### src/rtl/if_fetch.sv
// if_fetch: instruction-fetch stage of the 16-bit pipeline.
// Owns the PC and the IF/ID register and runs a req/ack handshake to the
// shared instruction SRAM. Holds IF/ID on decode stalls, inserts bubbles
// when memory is slow or the MEM stage owns the SRAM.
//
// Optional feature macro: IF_BRANCH_SQUASH_EN
//   undefined (default): branches have one delay slot; the in-flight or
//                        next-completed fetch is delivered, the target is
//                        fetched after it.
//   defined            : no delay slot; an accepted branch discards the
//                        in-flight/buffered word and refetches at the target.
module if_fetch #(
  parameter logic [15:0] RESET_PC = 16'h0000,
  parameter logic [15:0] NOP_INST = 16'h0800
) (
  input  logic        clk,
  input  logic        rst,
  input  logic        stall_req_i,
  input  logic        stall_req_int_i,
  input  logic        branch_flag_i,
  input  logic [15:0] branch_addr_i,
  input  logic        mem_busy_i,
  output logic        imem_req_o,
  output logic [15:0] imem_addr_o,
  input  logic        imem_ack_i,
  input  logic [15:0] imem_rdata_i,
  output logic [15:0] pc_o,
  output logic [15:0] inst_o,
  output logic        valid_o
);

  typedef enum logic [1:0] {
    S_IDLE = 2'd0,
    S_REQ  = 2'd1,
    S_HOLD = 2'd2
  } state_t;

  state_t      state_r;
  logic [15:0] pc_r;
  logic [15:0] redirect_addr_r;
  logic        redirect_pend_r;
  logic [15:0] buf_inst_r;
  logic [15:0] buf_pc_r;
  logic [15:0] ifid_pc_r;
  logic [15:0] ifid_inst_r;
  logic        ifid_valid_r;

  logic        stall_s;
  logic        br_take_s;
  logic        squash_s;
  logic        req_s;
  logic        ack_s;
  logic [15:0] pc_inc_s;
  logic [15:0] next_pc_s;

  // Decode-side controls: combined stall, accepted branch, squash request.
  always_comb begin
    stall_s   = stall_req_i | stall_req_int_i;
    br_take_s = branch_flag_i & ~stall_s;
`ifdef IF_BRANCH_SQUASH_EN
    squash_s  = br_take_s;
`else
    squash_s  = 1'b0;
`endif
  end

  // Memory handshake: request only in S_REQ while the SRAM is free; an ack
  // counts only while our request is actually asserted. A squash withdraws
  // the request so the reissue can go to the target next cycle.
  always_comb begin
    req_s    = (state_r == S_REQ) & ~mem_busy_i & ~squash_s;
    ack_s    = req_s & imem_ack_i;
    pc_inc_s = pc_r + 16'd1;
  end

  // Next fetch address: same-cycle branch first, then a pending redirect,
  // otherwise sequential (wraps naturally at 16 bits).
  always_comb begin
    if (br_take_s) begin
      next_pc_s = branch_addr_i;
    end else if (redirect_pend_r) begin
      next_pc_s = redirect_addr_r;
    end else begin
      next_pc_s = pc_inc_s;
    end
  end

  // Pending-redirect tracker: a branch accepted without a completing fetch
  // is remembered until the delay-slot fetch acks; newer branches overwrite.
  always_ff @(posedge clk or negedge rst) begin
    if (!rst) begin
      redirect_pend_r <= 1'b0;
      redirect_addr_r <= 16'h0000;
    end else if (squash_s) begin
      redirect_pend_r <= 1'b0;
    end else if (ack_s) begin
      redirect_pend_r <= 1'b0;
    end else if (br_take_s) begin
      redirect_pend_r <= 1'b1;
      redirect_addr_r <= branch_addr_i;
    end else begin
      redirect_pend_r <= redirect_pend_r;
    end
  end

  // Fetch FSM with PC, fetch buffer and IF/ID register. IF/ID is only
  // written when no stall is requested.
  always_ff @(posedge clk or negedge rst) begin
    if (!rst) begin
      state_r      <= S_IDLE;
      pc_r         <= RESET_PC;
      buf_inst_r   <= NOP_INST;
      buf_pc_r     <= 16'h0000;
      ifid_pc_r    <= 16'h0000;
      ifid_inst_r  <= NOP_INST;
      ifid_valid_r <= 1'b0;
    end else begin
      case (state_r)
        S_IDLE: begin
          // First request goes out the cycle after reset release.
          state_r <= S_REQ;
          if (squash_s) begin
            pc_r <= branch_addr_i;
          end
        end
        S_REQ: begin
          if (squash_s) begin
            // Drop whatever was in flight and restart at the target.
            pc_r         <= branch_addr_i;
            ifid_inst_r  <= NOP_INST;
            ifid_valid_r <= 1'b0;
          end else if (ack_s) begin
            pc_r <= next_pc_s;
            if (stall_s) begin
              // Decode cannot take it yet: park the word and stop requesting.
              buf_inst_r <= imem_rdata_i;
              buf_pc_r   <= pc_inc_s;
              state_r    <= S_HOLD;
            end else begin
              ifid_inst_r  <= imem_rdata_i;
              ifid_pc_r    <= pc_inc_s;
              ifid_valid_r <= 1'b1;
            end
          end else if (!stall_s) begin
            // Busy SRAM or slow memory: feed decode a bubble.
            ifid_inst_r  <= NOP_INST;
            ifid_valid_r <= 1'b0;
          end else begin
            ifid_valid_r <= ifid_valid_r;
          end
        end
        S_HOLD: begin
          if (squash_s) begin
            pc_r         <= branch_addr_i;
            ifid_inst_r  <= NOP_INST;
            ifid_valid_r <= 1'b0;
            state_r      <= S_REQ;
          end else if (!stall_s) begin
            ifid_inst_r  <= buf_inst_r;
            ifid_pc_r    <= buf_pc_r;
            ifid_valid_r <= 1'b1;
            state_r      <= S_REQ;
          end else begin
            state_r <= S_HOLD;
          end
        end
        default: begin
          state_r      <= S_IDLE;
          ifid_inst_r  <= NOP_INST;
          ifid_valid_r <= 1'b0;
        end
      endcase
    end
  end

  // Outputs: address is pc while requesting (stable until ack), zero otherwise.
  always_comb begin
    imem_req_o  = req_s;
    imem_addr_o = (state_r == S_REQ) ? pc_r : 16'h0000;
    pc_o        = ifid_pc_r;
    inst_o      = ifid_inst_r;
    valid_o     = ifid_valid_r;
  end

endmodule

### config.mk
export PLATFORM = sky130hd
export DESIGN_NAME = if_fetch
export DESIGN_NICKNAME = d
export VERILOG_FILES = /design/src/rtl/if_fetch.sv
export SDC_FILE = /design/constraint.sdc
export NUM_CORES = 1
export LEC_CHECK = 0
export CAP_MARGIN = 20
export CORE_UTILIZATION = 45
export DETAILED_ROUTE_END_ITERATION = 10
export HOLD_SLACK_MARGIN = 0.12
export PLACE_DENSITY = 0.7
export SLEW_MARGIN = 40
export SYNTH_ARGS = -nofsm -noshare
export SYNTH_HDL_FRONTEND = slang
export SYNTH_SLANG_ARGS = --single-unit
### constraint.sdc
create_clock -name clk -period 2.1 [get_ports clk]
set_input_delay 0.315 -clock clk [delete_from_list [all_inputs] [get_ports clk]]
set_output_delay 0.315 -clock clk [all_outputs]
set_load 0.02 [all_outputs]
-- Yosys cells after proc, flatten, opt, wreduce, memory -nomap -nowiden
Index checks and enable logic that the tools add are counted.
- word-level logic and storage cells: 57
- bits in registers: 100
- output and inout port bits: 50
- input bits: 39
- reductions and logical operators: 10
- equal/unequal tests: 7
- mux-type cells: 22
- add/sub/neg operators: 1
- bitwise gates (word level): 8
- operators by type and width (cell ; count):
    $mux W16 ; 10
    $pmux W16 S3 ; 1
    $pmux W16 S2 ; 1
    $add A16 B1 Y16 const B ; 1
    $ne A2 B2 Y1 const B ; 4
    $reduce_and A2 Y1 ; 4
    $mux W2 ; 3
    $pmux W2 S3 ; 1
    $reduce_and A3 Y1 ; 2
    $mux W1 ; 5
    $not A1 Y1 ; 4
    $reduce_and A4 Y1 ; 1
    $reduce_bool A2 Y1 ; 2
    $and A1 B1 Y1 ; 3
    $ne A3 B3 Y1 const B ; 1
    $pmux W1 S3 ; 1
    $eq A2 B1 Y1 const B ; 1
    $eq A2 B2 Y1 const B ; 1
    $logic_not A2 Y1 ; 1
    $or A1 B1 Y1 ; 1

-- Longest topological paths before layout
- word-level depth: 5
- gate-level depth with buffers: 9
- mapped depth without buffers: 6

-- Least setup slack after synthesis
No wires, ideal clock.
- path kind: register to register
- start point: register state_r[1]
- end point: register buf_inst_r[10]
- data required time: 1.975 ns
- stages on the path, launching flop included: 8
- data arrival time: 1.813 ns
- library setup time: 0.125 ns
- clock period less this slack: 1.938 ns
- setup slack: 0.162 ns
- buffers on the path: 2
- cell sequence: dfrtp_1 > inv_1 > ha_1 > buf_4 > nand3b_2 > nor2_4 > buf_2 > mux2_2
- longest elaborated chain between the ends: 4
- RTL lines (item ; line ; text):
    start, declared ; 38 ; state_t state_r;
    start signal, assigned ; 110 ; state_r <= S_IDLE;
    start signal, assigned ; 121 ; state_r <= S_REQ;
    start signal, assigned ; 138 ; state_r <= S_HOLD;
    $eq A2 B1 Y1 (*) ; 71, 118 ;
    $and A1 B1 Y1 ; 71 ; req_s = (state_r == S_REQ) & ~mem_busy_i & ~squash_s;
    $and A1 B1 Y1 ; 72 ; ack_s = req_s & imem_ack_i;
    $reduce_and A3 Y1 (no line) (*) ; n/a ;
    end signal, assigned ; 136 ; buf_inst_r <= imem_rdata_i;
    end, declared ; 42 ; logic [15:0] buf_inst_r;
Every way passes the cells marked *; elsewhere a longest branch is shown, timed or not.
A chain may end at the register's enable or synchronous reset.

-- Worst setup path in the final report
- start point: register state_r[1]
- end point: output port imem_addr_o[9]
- longest elaborated chain between the ends: 2
- RTL lines (item ; line ; text):
    $eq A2 B1 Y1 ; 179 ; imem_addr_o = (state_r == S_REQ) ? pc_r : 16'h0000;
    $mux W16 ; 179 ;
    end, declared ; 24 ; output logic [15:0] imem_addr_o,
No other way between the ends.

==> summary.txt <==
Die
  – I/O pins: 89
  – Die width: 107.1 µm
  – Initial Utilization: 47.28%
  – Core area: 10510 µm²
  – Num rows: 37
  – Die Y: 107.1 µm
  – Die area: 11470 µm²

Worst setup path
  – R2r startpoint: state_r[1]
  – R2r endpoint: redirect_addr_r[7]
  – Worst Setup EP: imem_addr_o[9]
  – Slowest CP cell: dfrtp_1
  – CP Data Required Time: 1.78 ns
  – Top delay family on crit path: buffers and inverters
  – Reg2Reg Depth: 6
  – Crit path kind: register to primary output
  – Worst endpoint data arrival time: 1.75 ns
  – Crit path cell chain: inv_1, ha_2, buf_6, and2_1, clkdlybuf4s15_2
  – Critical path startpoint: state_r[1]
  – Max incr delay on CP: 0.43 ns
  – Crit path buf inv count: 3
  – Crit Path Max Fanout: 15
  – FF-to-FF setup slack: 0.10 ns
  – Crit end category: primary output
  – CP Depth: 5
  – CP Launch Type: register

Yosys
  – FFs w/ async S/R, synth: 100.0%
  – Top_reg_cell synth: dfrtp_1
  – Synth Instances: 483
  – Register bit total from synthesis: 100
  – Avg Cell Area, Syn: 10.29 µm²
  – Synthesized cell area: 4969 µm²
  – Library cells used by synthesis: 54
  – YS warnings: 0
  – Post-synth EDFFs: 0
  – Sequential share of the synthesized area: 50.42%
  – Net count after synthesis: 527

Cells and area
  – Layout cells sized above 1: 20.92%
  – Antenna Diode Count: 0
  – # nets final: 627
  – Fin area: 6336 µm²
  – Layout Area Growth over Synthesis: 27.52%

Clock tree
  – Cts bufs inserted: 9
  – Root Buffer: clkbuf_8
  – Clock Latency Late Sink: 0.38 ns
  – Clk buf depth: 2
  – H-tree Lvls: 3
  – CTS sink count: 100
  – CTS tree: done
  – Worst-path clk slew: 0.11 ns

Route
  – Via total after detailed routing: 4053
  – Wire per inst: 16.87 µm
  – Number of DRC markers in iteration 0: 284
  – Antenna Nets Post-Route: 0
  – Post-route DRC: 0
  – Final wirelength: 12210 µm
  – Vias per cell: 5.598
  – DR pass1 iterations: 4

Power
  – Max VDD drop: 0.7310 mV
  – Internal cell power: 5.303 mW
  – Leakage power: 2.648 nW
  – Clk network pwr share: 13.5%
  – PwrDens: 1446 nW/µm²
  – Logic gate share of total power: 49.1%
  – Sw Share: 42.11%
  – Psw: 3.857 mW
  – Register share of total power: 37.4%

Global routing
  – All-Layer GR Usage: 22.99%
  – Initial antenna violation count: 0
  – Vias in the first global route: 3976
  – Overflow after GRT: 0
  – Largest net degree at the start of global routing: 51
  – First-pass GRT wire length: 20470 µm

Flow run
  – Max-Cap Viols: 0

STA
  – Clock Skews: 0.01022 ns
  – Clock period minus worst slack: 2.065 ns
  – Worst rel slew slack: 61.98%
  – Least-Margin Pin Slew: 0.5651 ns
  – Fmax: 484.3 MHz
  – # setup viols final: 0
  – Final setup TNS: 0 ns
  – Hold Vio Cnt, Final: 0
  – Final period util: 98.33%
  – Slew Limit Fails: 0

Placement
  – I/O Buffers: 88
  – Post-DP HPWL: 8914 µm
  – Final Wtd Congestion: 0.8076
  – DP Area: 6116 µm²

Min path
  – Hold WC Path Type: input port to async pin

Status
  – Status: finished, final reports clean
cells in the mapped netlist, types with 2 or more instances:
cell type	number	area, µm²
a211oi_1	7	52.55
a221oi_1	2	17.52
a22oi_1	21	157.7
nand2_2	2	12.51
buf_1	3	11.26
mux2i_1	6	60.06
nor2b_1	2	12.51
nand3_1	9	45.04
buf_2	9	45.04
o2bb2ai_1	3	26.28
a2111oi_0	2	17.52
xnor2_1	8	70.07
clkbuf_1	18	67.56
nand2b_1	9	56.30
o31ai_1	9	67.56
nor4_1	4	25.02
o21ai_0	66	330.3
nor2_1	17	63.81
nor3_1	9	45.04
o21a_1	6	45.04
nand2_1	48	180.2
dfstp_2	2	52.55
and3_1	4	25.02
dfrtp_1	98	2452
a31oi_1	5	31.28
and2_1	16	100.1
nand4_1	9	56.30
a21oi_1	8	40.04
ha_1	5	62.56
mux2_2	37	416.7
o211ai_1	6	45.04
inv_1	10	37.54
or2_2	2	12.51
timing repair:
action / CTS / global route
pin swaps: 0 / 1
cloned: 0 / 0
hold endpoints to repair: 31 / 0
hold buffers: 1 / 0
endpoints found under the setup margin: 18 / 56
resized for setup: 39 / 18
setup buffers: 0 / 4
power by group through the flow:
stage,sequential (mW),combinational [mW],clock (mW)
after floorplan,3.59,2.52,0
after global placement,3.43,4.29,0
after detailed placement,3.47,4.41,0
after CTS,3.42,4.41,1.25
after global routing,3.55,4.95,1.33
final,3.43,4.50,1.24
cells in the final DEF (no fill, tap or decap), drive strengths merged, types with 10 or more instances in the layout:
| cell | count |
|---|---|
| buf | 33 |
| inv | 12 |
| mux2 | 37 |
| o21ai | 66 |
| clkdlybuf4s50 | 70 |
| and2 | 16 |
| clkbuf | 20 |
| a22oi | 21 |
| dfrtp | 98 |
| nand4 | 11 |
| nand2 | 50 |
| nor2 | 19 |
| nor3 | 10 |
metrics by stage:
step	setup slack (ns)	hold slack [ns]	util [%]	total power, mW	std cells
3_3_place_gp	-0.009913	0.3089	58.20	7.717	703
3_5_place_dp	-0.08573	0.3089	58.20	7.877	703
4_1_cts	0.0005558	0.4509	60.26	9.081	720
5_1_grt	-0.02181	0.4659	60.29	9.830	724
6_report	0.03517	0.4351	60.29	9.161	724
2_1_floorplan	0.1617	0.01941	-	6.111	483
worst min-delay path by stage:
stage	cells past startpoint	start	endpoint
5_1_grt	2	rst	inst_o[8]
6_report	2	rst	inst_o[14]
2_1_floorplan	0	rst	buf_inst_r[0]
4_1_cts	2	rst	inst_o[6]
3_5_place_dp	1	rst	inst_o[12]
3_3_place_gp	1	rst	buf_inst_r[10]
kinds of logic after synthesis:
group                    count (synthesis)  share of synthesized area (%)
XOR/XNOR                                 9                          1.587
adder cells (fa/ha/maj)                  5                          1.259
buffers and inverters                   42                          3.500
AND/OR/NAND/NOR                        142                          15.24
flip-flops                             100                          50.42
AO/OA/AOI/OAI                          142                          18.41
multiplexers                            43                          9.595
cell type report:
type / instances / area, µm²
Inverter: 10 / 37.54
Timing Repair Buffer: 121 / 1115
Multi-Input combinational cell: 341 / 2313
Tap cell: 136 / 170.2
Sequential cell: 100 / 2505
Clock inverter: 6 / 57.56
Clock buffer: 10 / 137.6
Fill cell: 914 / 4173
layer usage:
| layer | vias up | track usage [%] | wire length [µm] |
|---|---|---|---|
| met4 | 0 | 7.436 | 174 |
| li1 | 1953 | - | - |
| met1 | 1983 | 32.08 | 5734 |
| met5 | - | 0 | 0 |
| met3 | 15 | 3.404 | 475 |
| met2 | 102 | 36.82 | 5828 |
flip-flops by register name, indices dropped and copies added, names as in the netlist:
name	count
buf_inst_r	16
buf_pc_r	16
inst_o	16
pc_o	16
pc_r	16
redirect_addr_r	16
redirect_pend_r	1
state_r	2
valid_o	1
Power figures use the tool's default switching activity.
